File: config.mk
export PLATFORM = sky130hd
export DESIGN_NAME = fc_frame_rx
export DESIGN_NICKNAME = d
export VERILOG_FILES = /design/src/rtl/fc_frame_rx.sv
export SDC_FILE = /design/constraint.sdc
export NUM_CORES = 1
export LEC_CHECK = 0
export BUFFER_PORTS_ARGS = -buffer_cell sky130_fd_sc_hd__buf_2
export CORE_MARGIN = 1
export CORE_UTILIZATION = 55
export DETAILED_ROUTE_END_ITERATION = 16
export GPL_TIMING_DRIVEN = 0
export PLACE_DENSITY = 0.75
export SETUP_SLACK_MARGIN = 0.3
export SYNTH_ARGS = -nofsm -noshare
export SYNTH_HDL_FRONTEND = slang
export SYNTH_SLANG_ARGS = --single-unit
export TNS_END_PERCENT = 5
File: constraint.sdc
create_clock -name clk -period 5.39 [get_ports clk]
set_input_delay 0.2695 -clock clk [delete_from_list [all_inputs] [get_ports clk]]
set_output_delay 0.2695 -clock clk [all_outputs]
set_load 0.005 [all_outputs]
File: src/rtl/fc_frame_rx.sv
// rtl/fc_frame_rx.sv - FC receive deframer: delimits SOF..EOF frames into a show-ahead Avalon-ST FIFO
//
// Ports:
//   clk, reset_n          rx_clk domain clock, synchronous active-low reset
//   data, datak, active   big-endian rx word, K flags, link-Active indication
//   avrx_*                Avalon-ST source: data/valid/ready/startofpacket/endofpacket/error
//   frame_cnt             good frames (saturating)
//   err_cnt               errored/truncated frames (saturating)
//   drop_cnt              frames truncated or refused for FIFO space (saturating)
module fc_frame_rx #(
  parameter int DEPTH     = 16,
  parameter int MAX_WORDS = 537
) (
  input  logic        clk,
  input  logic        reset_n,
  input  logic [31:0] data,
  input  logic [3:0]  datak,
  input  logic        active,
  output logic [31:0] avrx_data,
  output logic        avrx_valid,
  input  logic        avrx_ready,
  output logic        avrx_startofpacket,
  output logic        avrx_endofpacket,
  output logic        avrx_error,
  output logic [15:0] frame_cnt,
  output logic [15:0] err_cnt,
  output logic [15:0] drop_cnt
);

  localparam int AW = $clog2(DEPTH);
  localparam logic [AW:0] DEPTH_W = (AW+1)'(DEPTH);
  localparam logic [AW:0] FREE_1  = (AW+1)'(1);
  localparam logic [AW:0] FREE_2  = (AW+1)'(2);
  localparam logic [10:0] MAX_W   = 11'(MAX_WORDS);

  typedef enum logic [1:0] {HUNT, FRAME, DROP} state_t;

  // Input stage
  logic [31:0] data_q;
  logic [3:0]  datak_q;
  logic        active_q;

  always_ff @(posedge clk) begin
    if (!reset_n) begin
      data_q   <= '0;
      datak_q  <= '0;
      active_q <= 1'b0;
    end else begin
      data_q   <= data;
      datak_q  <= datak;
      active_q <= active;
    end
  end

  // Word classification on the registered word
  logic [7:0] b0, b1, b2, b3;
  logic       is_sof, is_eof, is_data;

  assign b0 = data_q[31:24];
  assign b1 = data_q[23:16];
  assign b2 = data_q[15:8];
  assign b3 = data_q[7:0];

  assign is_sof = (datak_q == 4'b1000) && (b0 == 8'hBC) && (b1 == 8'hB5) && (b2 == b3) &&
                  ((b2[4:0] == 5'd22) || (b2[4:0] == 5'd23) || (b2[4:0] == 5'd25));
  assign is_eof = (datak_q == 4'b1000) && (b0 == 8'hBC) &&
                  ((b1 == 8'h95) || (b1 == 8'hB5) || (b1 == 8'h8A) || (b1 == 8'hAA)) &&
                  (b2 == b3) &&
                  ((b2 == 8'h75) || (b2 == 8'h95) || (b2 == 8'hD5) || (b2 == 8'hF5));
  assign is_data = (datak_q == 4'b0000);

  // FIFO storage, entry = {data, sop, eop, err}
  logic [34:0]   mem [DEPTH];
  logic [AW-1:0] wr_ptr, rd_ptr;
  logic [AW:0]   count;
  logic [AW:0]   free;
  logic          push, pop;
  logic [31:0]   wr_data;
  logic          wr_sop, wr_eop, wr_err;
  logic [34:0]   head;

  assign free = DEPTH_W - count;
  assign pop  = (count != '0) && avrx_ready;
  assign head = mem[rd_ptr];

  always_ff @(posedge clk) begin
    if (push) mem[wr_ptr] <= {wr_data, wr_sop, wr_eop, wr_err};
  end

  always_ff @(posedge clk) begin
    if (!reset_n) begin
      wr_ptr <= '0;
      rd_ptr <= '0;
      count  <= '0;
    end else begin
      if (push) wr_ptr <= wr_ptr + 1'b1;
      if (pop)  rd_ptr <= rd_ptr + 1'b1;
      case ({push, pop})
        2'b10:   count <= count + 1'b1;
        2'b01:   count <= count - 1'b1;
        default: count <= count;
      endcase
    end
  end

  // Head fields are forced to zero while empty so the idle/reset bus is clean
  assign avrx_valid         = (count != '0);
  assign avrx_data          = avrx_valid ? head[34:3] : 32'h0;
  assign avrx_startofpacket = avrx_valid & head[2];
  assign avrx_endofpacket   = avrx_valid & head[1];
  assign avrx_error         = avrx_valid & head[0];

  // Deframing FSM
  state_t     state_q, state_d;
  logic [9:0] len_q, len_d;
  logic       take_sof;
  logic       inc_frame, inc_err, inc_drop;

  always_ff @(posedge clk) begin
    if (!reset_n) begin
      state_q <= HUNT;
      len_q   <= '0;
    end else begin
      state_q <= state_d;
      len_q   <= len_d;
    end
  end

  always_comb begin
    state_d   = state_q;
    len_d     = len_q;
    push      = 1'b0;
    wr_data   = data_q;
    wr_sop    = 1'b0;
    wr_eop    = 1'b0;
    wr_err    = 1'b0;
    take_sof  = 1'b0;
    inc_frame = 1'b0;
    inc_err   = 1'b0;
    inc_drop  = 1'b0;

    case (state_q)
      HUNT: take_sof = is_sof && active_q;
      FRAME: begin
        if (!active_q) begin
          push = 1'b1; wr_data = 32'h0; wr_eop = 1'b1; wr_err = 1'b1;
          inc_err = 1'b1; state_d = HUNT;
        end else if (is_eof) begin
          push = 1'b1; wr_eop = 1'b1;
          inc_frame = 1'b1; state_d = HUNT;
        end else if (is_data) begin
          push = 1'b1;
          if (({1'b0, len_q} + 11'd1) == MAX_W) begin
            wr_eop = 1'b1; wr_err = 1'b1; inc_err = 1'b1; state_d = DROP;
          end else if (free == FREE_1) begin
            // Last free slot: close the frame here so no eop is ever lost
            wr_eop = 1'b1; wr_err = 1'b1; inc_drop = 1'b1; state_d = DROP;
          end else begin
            len_d = len_q + 10'd1;
          end
        end else if (is_sof) begin
          push = 1'b1; wr_eop = 1'b1; wr_err = 1'b1;
          inc_err = 1'b1; state_d = HUNT;
        end else begin
          push = 1'b1; wr_eop = 1'b1; wr_err = 1'b1;
          inc_err = 1'b1; state_d = DROP;
        end
      end
      DROP: begin
        if (is_eof || !active_q) state_d = HUNT;
        else if (is_sof)         take_sof = 1'b1;
      end
      default: state_d = HUNT;
    endcase

    // Opening a frame needs room for the SOF plus its eventual eop beat
    if (take_sof) begin
      if (free >= FREE_2) begin
        push = 1'b1; wr_sop = 1'b1; len_d = 10'd1; state_d = FRAME;
      end else begin
        inc_drop = 1'b1; state_d = DROP;
      end
    end
  end

  // Saturating statistics
  always_ff @(posedge clk) begin
    if (!reset_n) begin
      frame_cnt <= '0;
      err_cnt   <= '0;
      drop_cnt  <= '0;
    end else begin
      if (inc_frame && frame_cnt != 16'hFFFF) frame_cnt <= frame_cnt + 16'd1;
      if (inc_err   && err_cnt   != 16'hFFFF) err_cnt   <= err_cnt   + 16'd1;
      if (inc_drop  && drop_cnt  != 16'hFFFF) drop_cnt  <= drop_cnt  + 16'd1;
    end
  end

endmodule
### After elaboration in Yosys (flattened, before gate mapping)

Memory sizes are Yosys's and may differ from the RTL's. A register that Yosys moved wholly into a read port is not among the register bits.
Cells that the tools add are included.

* register bits: 110
* memory bits (writable): 560
* input bits: 40
* output and inout port bits: 84
* memories kept: 1

Memories
* mem: words 16, bits a word 35, read ports 1, clocked after memory_dff 1, write ports 1, RTL line 73 `logic [34:0] mem [DEPTH];`

* add/sub/neg operators: 10
* $lt $le $gt $ge: 1
* equality and inequality tests: 26
* multiplexer cells: 58
* bitwise operators: 3
* reduce and logical (&&, ||, !) cells: 27

Operators by type and width (count)
* $mux W32: 3
* $mux W10: 8
* $eq A8 B8 Y1 const B: 8
* $add A16 B1 Y16 const B: 3
* $ne A16 B16 Y1 const B: 3
* $mux W1: 33
* $mux W2: 9
* $eq A5 B5 Y1 const B: 3
* $logic_and A1 B1 Y1: 12
* $add A10 B1 Y11 const B: 1
* $eq A11 B10 Y1 const B: 1
* $add A10 B1 Y10 const B: 1
* $pmux W5 S2: 1
* $logic_or A1 B1 Y1: 9
* $add A4 B1 Y4 const B: 2
* $eq A8 B7 Y1 const B: 1
* $eq A8 B8 Y1: 1
* $mux W4: 2
* $ne A7 B7 Y1 const B: 1
* $pmux W2 S3: 1
* $add A5 B1 Y5 const B: 1
* $eq A5 B1 Y1 const B: 1
* $ge A5 B2 Y1 const B: 1
* $reduce_bool A5 Y1: 1
* other kinds (14): 18

### Longest topological paths before layout

Gate-level depths: netlist (run 1).

* depth after elaboration: 13
* gate-level depth with buffers: 23
* mapped depth without buffers: 19

### Worst setup path before layout (run 1)

Ideal clock, no wire load.

* path kind: register to register
* start: register count[1]
* end: memory mem[3][0], enable pin
* setup time: 0.471 ns
* arrival: 4.519 ns
* required time: 4.919 ns
* setup slack: 0.400 ns
* stages on the path, launching flop included: 14
* path buffers: 3
* clock period less this slack: 4.990 ns
* path through: dfxtp_1 > buf_2 > inv_1 > ha_1 > and2_1 > ha_1 > inv_1 > a2111oi_2 > and3b_1 > buf_2 > nand2b_1 > buf_2 > nand2_1 > nor3_1

* word-level cells in the longest chain between the ends: 6

RTL lines
* from (decl): RTL line 75 `logic [AW:0] count;`
* from (signal assigned): RTL line 99 `2'b10: count <= count + 1'b1;`
* from (signal assigned): RTL line 100 `2'b01: count <= count - 1'b1;`
* from (signal assigned): RTL line 101 `default: count <= count;`
* $sub A5 B5 Y5: RTL line 82 `assign free = DEPTH_W - count;`
* $ge A5 B2 Y1: RTL line 178 `if (free >= FREE_2) begin`
* $mux W1: RTL line 178
* $mux W1: RTL line 177 `if (take_sof) begin`
* $mux W1: RTL line 87 `if (push) mem[wr_ptr] <= {wr_data, wr_sop, wr_eop, wr_err};`
* $mux W1 (implied by the code): RTL line 87
* to (decl): RTL line 73

No other way between the ends.

### Worst setup path in the final report (run 1)

* start: register data_q[18]
* end: register count[4]

* word-level cells in the longest chain between the ends: 13

RTL lines
* from (decl): RTL line 39 `logic [31:0] data_q;`
* from (signal assigned): RTL line 49 `data_q <= data;`
* $eq A8 B8 Y1, on equally long branches: RTL line 67, 64
* $logic_or A1 B1 Y1 (3 in a row): RTL line 67 `((b1 == 8'h95) || (b1 == 8'hB5) || (b1 == 8'h8A) || (b1 == 8'hAA)) &&`
* $logic_and A1 B1 Y1: RTL line 66 `assign is_eof = (datak_q == 4'b1000) && (b0 == 8'hBC) &&`
* $logic_and A1 B1 Y1: RTL line 67
* $logic_and A1 B1 Y1: RTL line 68 `(b2 == b3) &&`
* $logic_or A1 B1 Y1: RTL line 170 `if (is_eof || !active_q) state_d = HUNT;`
* $mux W1: RTL line 170
* $pmux W1 S2 (*): RTL line 142 `case (state_q)`
* $mux W1 (*): RTL line 177
* $eq A2 B1 Y1 / $eq A2 B2 Y1 (equally long branches): RTL line 98 `case ({push, pop})`
* $pmux W5 S2 / $reduce_bool A2 Y1 (equally long branches)

Every way passes the cells marked *; elsewhere a longest branch is shown, timed or not.
A chain may end at the register's enable or synchronous reset.

==> run metrics, run 1 <==
most used cell, CP a21oi_1; CP cell instances nor4bb_2 -> o2111ai_1 -> nor4_2 -> and3b_1 -> buf_2 -> nand2b_1 -> buf_2 -> inv_1 -> ha_1 -> clkbuf_2 -> xor2_1 -> ha_1 -> a21oi_1 -> nor2b_1 -> o21ai_0 -> a21oi_1 -> a311oi_1 -> or3_1 -> a21oi_1; most frequent cell after synthesis edfxtp_1; Avg WL per Cell 26.9 um; FF-to-FF Start data_q[18]; # H-tree levels 3; worst hold path type primary input to flip-flop; Final period util 88.3%; library cells used by synthesis 59; largest net degree at the start of global routing 22; Core Region 0.0479 mm^2; Final Cell Area 0.0314 mm^2; drt via density 6.20; area grow syn2layout 17.0%; Crit path arrival time 5210 ps; number of synthesized flops with an enable pin 560; endpoints failing setup 0; Synth area leader edfxtp_1; Slew @ Worst Pin 1200 ps; Post-DP Area 0.0288 mm^2; Buf/Inv on CP 4; critical path launch point data_q[18]; Post-CTS Setup Inserts 0; Antenna Cells 0; CTS tree done; hold_sp avrx_ready; MaxCap Viol Count 0; initial core utilization 56.0%; Antenna Nets Post-Route 0; Final Hold Violating Endpoints 0; number of synthesized register bits 674; setup tns final 0 ps; DR vias 14,900; Mean Syn Cell Area 18.2 um^2; clock-pin slew on the worst setup and hold paths 60 ps; pre-CTS setup slack 220 ps; Synth Cell Area 0.0268 mm^2; Worst Hold Path Cells 5; commonest register cell after synthesis edfxtp_1; layout net count 1,793; CTS root buf clkbuf_16; cts bufs inserted 69; clk_skew 27.7 ps; count of pins over their slew limit 0; WP data required 5840 ps; Worst-Skew Late Latency 600 ps; Ys Warns 0; GPL Wtd Cong 0.814; Clock Sinks 674; RSZ-0062 raised after global routing no; top cells by area in the synthesized netlist edfxtp_1 (63%), mux4_2 (15%), dfxtp_1 (8.5%), and2_1 (2.5%), nor2_1 (1.0%); commonest cells in the netlist edfxtp_1 (560), mux4_2 (175), dfxtp_1 (114); PortBufs 123; total gr overflow 0; final WL 64,700 um; worst setup path category flip-flop to flip-flop; die width 223 um; first-pass GRT wire length 94,800 um; die height 223 um; GRT Total Usage 26.6%; PwrDens 333 mW/mm^2; initial drt markers 1,711; fin cells 2,407; Post-synth ARST share 0%; crit end category flip-flop; number of global-route vias before repair 15,200; std cell rows 80; Reg2Reg Capture Point count[4]; Largest stage delay, worst path 600 ps; Max Fclk 0.210 GHz; R2R setup slack 630 ps; Gate Count Post-Synth 1,474; leakage 10.4 nW; worst-path maximum fanout 20; run status finished, final reports clean; top cell type's share of synthesized area 62.7%; worst reg-to-reg path cell count 19; critical path's top delay family simple AND/OR/NAND/NOR gates; Final WS setup 630 ps; Final Power 0.0105 W; Startpoint Class flip-flop; Pre-antenna DRT Iters 5; Final min period 4760 ps; initial antenna violation count 2; FILL cells 3,108; Max Root-Sink Buffers 3; worst vdd ir 0.000208 V; Die ar. 0.0497 mm^2; Worst slew margin 20.3%; DRC violations left 0; register area share after synthesis 71.2%; Mapped Nets 1,531; CP max-delay cell nor4bb_2; hpwl dp 39,100 um; Inst Count DP 2,242; layout cells sized above 1 26.1%; # IOs 124
[registers in the layout, summed over array words and instances (netlist names), named ones only]
signal	count
rd_ptr	4
frame_cnt	16
mem	560
state_q	2
err_cnt	16
len_q	10
count	5
drop_cnt	16
wr_ptr	4
datak_q	4
data_q	32
active_q	1
[worst register-to-register path, delay by kind of cell, from the launching register on]
kind            cells  cell delay (ps)
compound gates      6             1240
xor+xnor            1              170
fa+ha+maj           2              370
buf+inv             4              770
flops               1              370
simple gates        6             1700
[where the power goes]
group,total (W),internal (W),switching (W)
sequential,0.00566,0.00564,0.0000181
clock,0.00466,0.00271,0.00194
combinational,0.000147,0.0000526,0.0000945
total,0.0105,0.00840,0.00206
[timing repair]
action                                  in CTS  in global routing
hold buffers                                38                  0
endpoints found under the hold margin       38                  0
gates resized for setup                      1                  3
endpoints found under the setup margin       1                  1
cloned                                       0                  0
[worst max path at each step]
stage	to	slack [ps]	depth (start not counted)
6_report	count[4]	630	19
2_1_floorplan	mem[3][0]	400	13
5_1_grt	count[4]	350	19
3_3_place_gp	mem[0][9]	-3750	9
4_1_cts	count[4]	440	19
3_5_place_dp	count[4]	220	19
[kinds of logic after synthesis]
kind of cell	count (synthesis)	share of synthesized area, %
compound gates	74	2.00
buf+inv	92	1.33
xor+xnor	51	1.66
mux	189	15.2
simple gates	377	7.82
flops	674	71.2
fa+ha+maj	17	0.793
[final cells by class]
cell class              count  area (um^2)  share of cell area [%]
clock buffers              95         1930                    6.14
inverters                  17         63.8                   0.203
repair buffers            191         1450                    4.61
flip-flops and latches    674        19100                    60.8
multi-input cells         708         7500                    23.9
plain buffers              75          295                   0.941
clock inverters            32          292                   0.929
well taps                 615          769                    2.45
[metrics by stage]
| stage | hold slack (ps) | util, % |
|---|---|---|
| after floorplan | 397 | - |
| after global placement | 468 | 58.9 |
| after detailed placement | 481 | 60.0 |
| after CTS | 340 | 65.5 |
| after global routing | 418 | 65.5 |
| final | 359 | 65.5 |
[per-layer routing]
layer | global-route usage [%] | up-vias | share of wire, %
met5 | 0 | - | 0.020
met4 | 10.4 | 2 | 3.2
met3 | 5.33 | 133 | 8.8
met2 | 44.7 | 746 | 50
met1 | 34.3 | 7670 | 38
li1 | - | 6362 | -
[cells in the final DEF (no fill, tap or decap), types with 14 or more instances in the layout]
cell           count
a21oi_1           22
ha_1              17
edfxtp_1         560
clkbuf_16         72
nand3_1           26
and3_1            14
mux4_2           175
and2_1           108
mux2i_1           14
nand4_1           21
nand2_1           49
buf_2            133
nand2b_1          23
nor2_1            63
dfxtp_1          114
dlygate4sd3_1     38
buf_1             15
xnor2_1           25
inv_1             17
xor2_1            26
clkbuf_1          68
No activity file was read; power rests on OpenSTA's default activity.
==> run 2: changes to the inputs <==
- RECOVER_POWER: default -> 50
==> run metrics, run 2 (synthesis results as in run 1) <==
worst setup path category flip-flop to flip-flop; Switching Fraction 19.7%; FILL cells 3,134; clock-pin slew on the worst setup and hold paths 60 ps; run status finished, final reports clean; Largest regs mem x560, data_q x32; Most flops, register mem; largest net degree at the start of global routing 22; Final min period 4720 ps; Core Region 0.0479 mm^2; Antenna Nets Post-Route 0; MaxCap Viol Count 0; first-pass GRT wire length 94,800 um; most used cell, CP a21oi_1; GRT Total Usage 26.6%; # H-tree levels 3; final WL 64,600 um; std cell rows 80; # IOs 124; pre-CTS setup slack 220 ps; CP cell instances nor4bb_2 -> o2111ai_1 -> nor4_2 -> and3b_1 -> buf_2 -> nand2b_1 -> buf_2 -> inv_1 -> ha_1 -> clkbuf_2 -> xor2_1 -> ha_1 -> a21oi_1 -> nor2b_1 -> o21ai_0 -> a21oi_1 -> a311oi_1 -> or3_1 -> a21oi_1; Hold Slack 369 ps; Crit path arrival time 5170 ps; clk_skew 25.5 ps; Clk pwr share 44.5%; most frequent cells in the layout edfxtp_1 (560), mux4_2 (175), dfxtp_1 (114); GPL Wtd Cong 0.814; Startpoint Class flip-flop; die height 223 um; PwrDens 334 mW/mm^2; drt via density 6.20; WP data required 5840 ps; R2R setup slack 670 ps; worst-path maximum fanout 20; Post-CTS Setup Inserts 0; Final Power 0.0105 W; layout net count 1,793; Comb power frac 1.4%; DR vias 14,900; Post-DP Area 0.0288 mm^2; total gr overflow 0; RSZ-0062 raised after global routing no; die width 223 um; Largest stage delay, worst path 570 ps; Die ar. 0.0497 mm^2; Max Root-Sink Buffers 3; number of global-route vias before repair 15,200; Pint 0.00840 W; CP max-delay cell nor4bb_2; CTS tree done; count of pins over their slew limit 0; crit end category flip-flop; initial core utilization 56.0%; Slew @ Worst Pin 1230 ps; leading cell type in the layout, fill and taps excluded edfxtp_1; worst hold path type primary input to flip-flop; CTS root buf clkbuf_16; leakage 10.2 nW; Pre-antenna DRT Iters 5; Max Fclk 0.212 GHz; cts bufs inserted 69; layout cells sized above 1 24.2%; Worst slew margin 17.9%; Avg WL per Cell 26.8 um; power share of the sequential group 54.1%; Psw 0.00206 W; Final Cell Area 0.0313 mm^2; worst vdd ir 0.000207 V; hpwl dp 39,100 um; area grow syn2layout 16.7%; Antenna Cells 0; Final Hold Violating Endpoints 0; endpoints failing setup 0; Final period util 87.6%; initial antenna violation count 2; initial drt markers 1,626; DRC violations left 0; Largest register FFs 560; Final WS setup 667 ps; Clock Sinks 674; Worst-Skew Late Latency 600 ps; PortBufs 123
-- run 2: cell count changes in the layout (fill, tap and decap cells not counted), sizes merged --
cell	previous run	this run
clkbuf	145	173
buf	178	150
-- run 2: repair_timing --
item / 4_1_cts / 5_1_grt
gates resized for setup: 1 / 3
hold buffers: 38 / 0
setup endpoints to repair: 1 / 1
endpoints found under the hold margin: 38 / 0
-- run 2: through the flow --
step	std cells	TNS (ps)	util, %
CTS	2407	0	65.5
finish	2407	0	65.3
floorplan	1474	0	-
detailed placement	2242	0	60.0
global route	2407	0	65.3
global placement	2212	-1214620	58.9
-- run 2: worst max-delay path, delay by kind of cell (launching register included) --
family                   cells  cell delay (ps)
buffers and inverters        4              770
AO/OA/AOI/OAI                6             1210
adder cells (fa/ha/maj)      2              370
AND/OR/NAND/NOR              6             1690
XOR/XNOR                     1              170
flip-flops                   1              370
-- run 2: area by class of cell --
class,instances,area (um^2),area share (%)
timing repair buffer,191,1410,4.52
buffer,75,294,0.939
clock buffer,95,1930,6.16
multi-input combinational,708,7450,23.8
tap,615,769,2.46
sequential,674,19100,61.0
clock inverter,32,292,0.931
inverter,17,63.8,0.204
-- run 2: power by group through the flow --
| stage | sequential (W) | combinational [W] | clock, W |
|---|---|---|---|
| final | 0.00566 | 0.000145 | 0.00466 |
| after global routing | 0.00566 | 0.000156 | 0.00492 |
| after CTS | 0.00566 | 0.000143 | 0.00470 |
| after detailed placement | 0.00577 | 0.000121 | 0 |
| after global placement | 0.00577 | 0.000113 | 0 |
| after floorplan | 0.00576 | 0.0000713 | 0 |
-- run 2: worst paths after layout --
check	startpoint	end	depth (start not counted)
worst max-delay path	data_q[18]	count[4]	19
worst min-delay path	avrx_ready	flip-flop	5
worst max register to register	data_q[18]	count[4]	19
worst min register to register	err_cnt[10]	err_cnt[10]	2
-- run 2: layer usage --
layer  up-vias  GRT usage (%)  wire, um
met5         -              0        13
met4         2           10.4      2000
met3       129           5.33      5310
met2       746           44.7     32700
met1      7683           34.3     24600
li1       6364              -         -
==> run 3: changes to the inputs <==
- REMOVE_ABC_BUFFERS: default -> 1
==> run metrics, run 3 (synthesis results as in run 1) <==
Max Root-Sink Buffers 3; Final min period 4920 ps; GPL Wtd Cong 0.794; Clock Sinks 674; failing checks capacitance limit, slew limit; GRT Total Usage 25.0%; Hold Slack 250 ps; Final period util 91.3%; Avg WL per Cell 26.1 um; Reg2Reg Capture Point count[4]; run status complete, but fails checks; Most flops, register mem; worst vdd ir 0.000214 V; CTS root buf clkbuf_16; Crit path arrival time 5350 ps; Antenna Cells 0; worst setup path category flip-flop to flip-flop; Startpoint Class flip-flop; number of global-route vias before repair 14,700; Largest regs mem x560, data_q x32; most frequent cells in the layout edfxtp_1 (560), mux4_2 (175), dfxtp_1 (110); worst hold path type primary input to flip-flop; crit end category flip-flop; Final Hold Violating Endpoints 0; PortBufs 123; Core Region 0.0479 mm^2; Core Util, Final 65.2%; Die ar. 0.0497 mm^2; WP data required 5820 ps; Post-CTS Setup Inserts 0; initial drt markers 1,524; area of the multi-input gates 0.00749 mm^2; R2R setup slack 470 ps; largest net degree at the start of global routing 70; PwrDens 331 mW/mm^2; layout net count 1,729; Max Fclk 0.203 GHz; FILL cells 3,156; Worst-Skew Late Latency 610 ps; die height 223 um; leading cell type in the layout, fill and taps excluded edfxtp_1; Largest register FFs 560; count of pins over their slew limit 102; layout cells sized above 1 25.9%; FF-to-FF Start data_q[18]; initial antenna violation count 1; Final WS setup 471 ps; RSZ-0062 raised after global routing no; worst reg-to-reg path cell count 16; Slew @ Worst Pin 3080 ps; Antenna Nets Post-Route 0; std cell rows 80; CTS tree done; Final Power 0.0103 W; register area 0.0191 mm^2; final WL 61,000 um; endpoints failing setup 0; area grow syn2layout 16.5%; Worst slew margin -105%; hpwl dp 36,200 um; worst-path maximum fanout 20; first-pass GRT wire length 90,600 um; initial core utilization 56.0%; DR vias 14,400; Worst Hold Path Cells 4; hold_sp avrx_ready; leakage 10.2 nW; total gr overflow 0; die width 223 um; MaxCap Viol Count 2; DRC violations left 0; cts bufs inserted 67; pre-CTS setup slack 362 ps; drt via density 6.17; # H-tree levels 3; # IOs 124; Pre-antenna DRT Iters 5; clock-pin slew on the worst setup and hold paths 60 ps; clk_skew 26.1 ps
run 3: cell types whose count changed in the layout (fill, tap and decap cells not counted), moves of 3 or more:
| cell | before | now |
|---|---|---|
| buf_2 | 105 | 100 |
| and2_1 | 51 | 55 |
| buf_16 | 2 | 9 |
| clkbuf_1 | 96 | 43 |
| dfxtp_1 | 114 | 110 |
| buf_1 | 15 | 0 |
| and2_0 | 57 | 53 |
| dfxtp_4 | 0 | 3 |
| buf_6 | 11 | 17 |
| clkbuf_16 | 72 | 69 |
run 3: timing repair:
action / in CTS / in global routing
endpoints found under the hold margin: 37 / 0
resized for setup: 0 / 3
endpoints found under the setup margin: 0 / 19
hold buffers: 37 / 0
run 3: worst max-delay path, stage by stage (launching register included):
cell	delay, ps
dfxtp_1	390
nor4bb_1	540
o2111ai_1	560
nor4_4	480
and3b_2	480
nand2b_1	380
inv_1	110
ha_1	340
xor2_1	190
ha_1	200
a21oi_1	270
nor2b_1	70
o21ai_0	150
a21oi_1	100
a311oi_1	280
or3_1	150
a21oi_1	50
run 3: through the flow:
| step | cells | TNS, ps | cell area (um^2) |
|---|---|---|---|
| after floorplan | 1399 | -67820 | 26500 |
| after detailed placement | 2180 | 0 | 28800 |
| final | 2339 | 0 | 31300 |
| after CTS | 2338 | 0 | 31300 |
| after global routing | 2339 | 0 | 31300 |
| after global placement | 2137 | -1423690 | 27900 |
run 3: worst max path at each step:
stage,start,endpoint,slack [ps]
global placement,flip-flop,avrx_data[22],-4580
detailed placement,data_q[18],count[4],360
CTS,data_q[18],count[4],340
global route,data_q[18],count[4],190
floorplan,flip-flop,avrx_data[0],-1940
finish,data_q[18],count[4],470
run 3: area by class of cell:
class	instances	area share, %
well taps	615	2.46
repair buffers	204	5.43
inverters	17	0.204
flip-flops and latches	674	61.1
multi-input cells	708	24.0
clock inverters	27	0.789
clock buffers	94	6.02
run 3: per-layer routing:
metal | vias up | GRT usage, % | share of wire [%]
met3 | 100 | 5.62 | 7.8
met4 | 0 | 7.19 | 2.2
li1 | 6220 | - | -
met5 | - | 0 | 0
met1 | 7491 | 34.3 | 40
met2 | 631 | 40.7 | 50
run 3: power by group:
part           switching, W  internal (W)
Combinational     0.0000956     0.0000494
Clock               0.00193       0.00260
Sequential        0.0000175       0.00564
Total               0.00204       0.00829
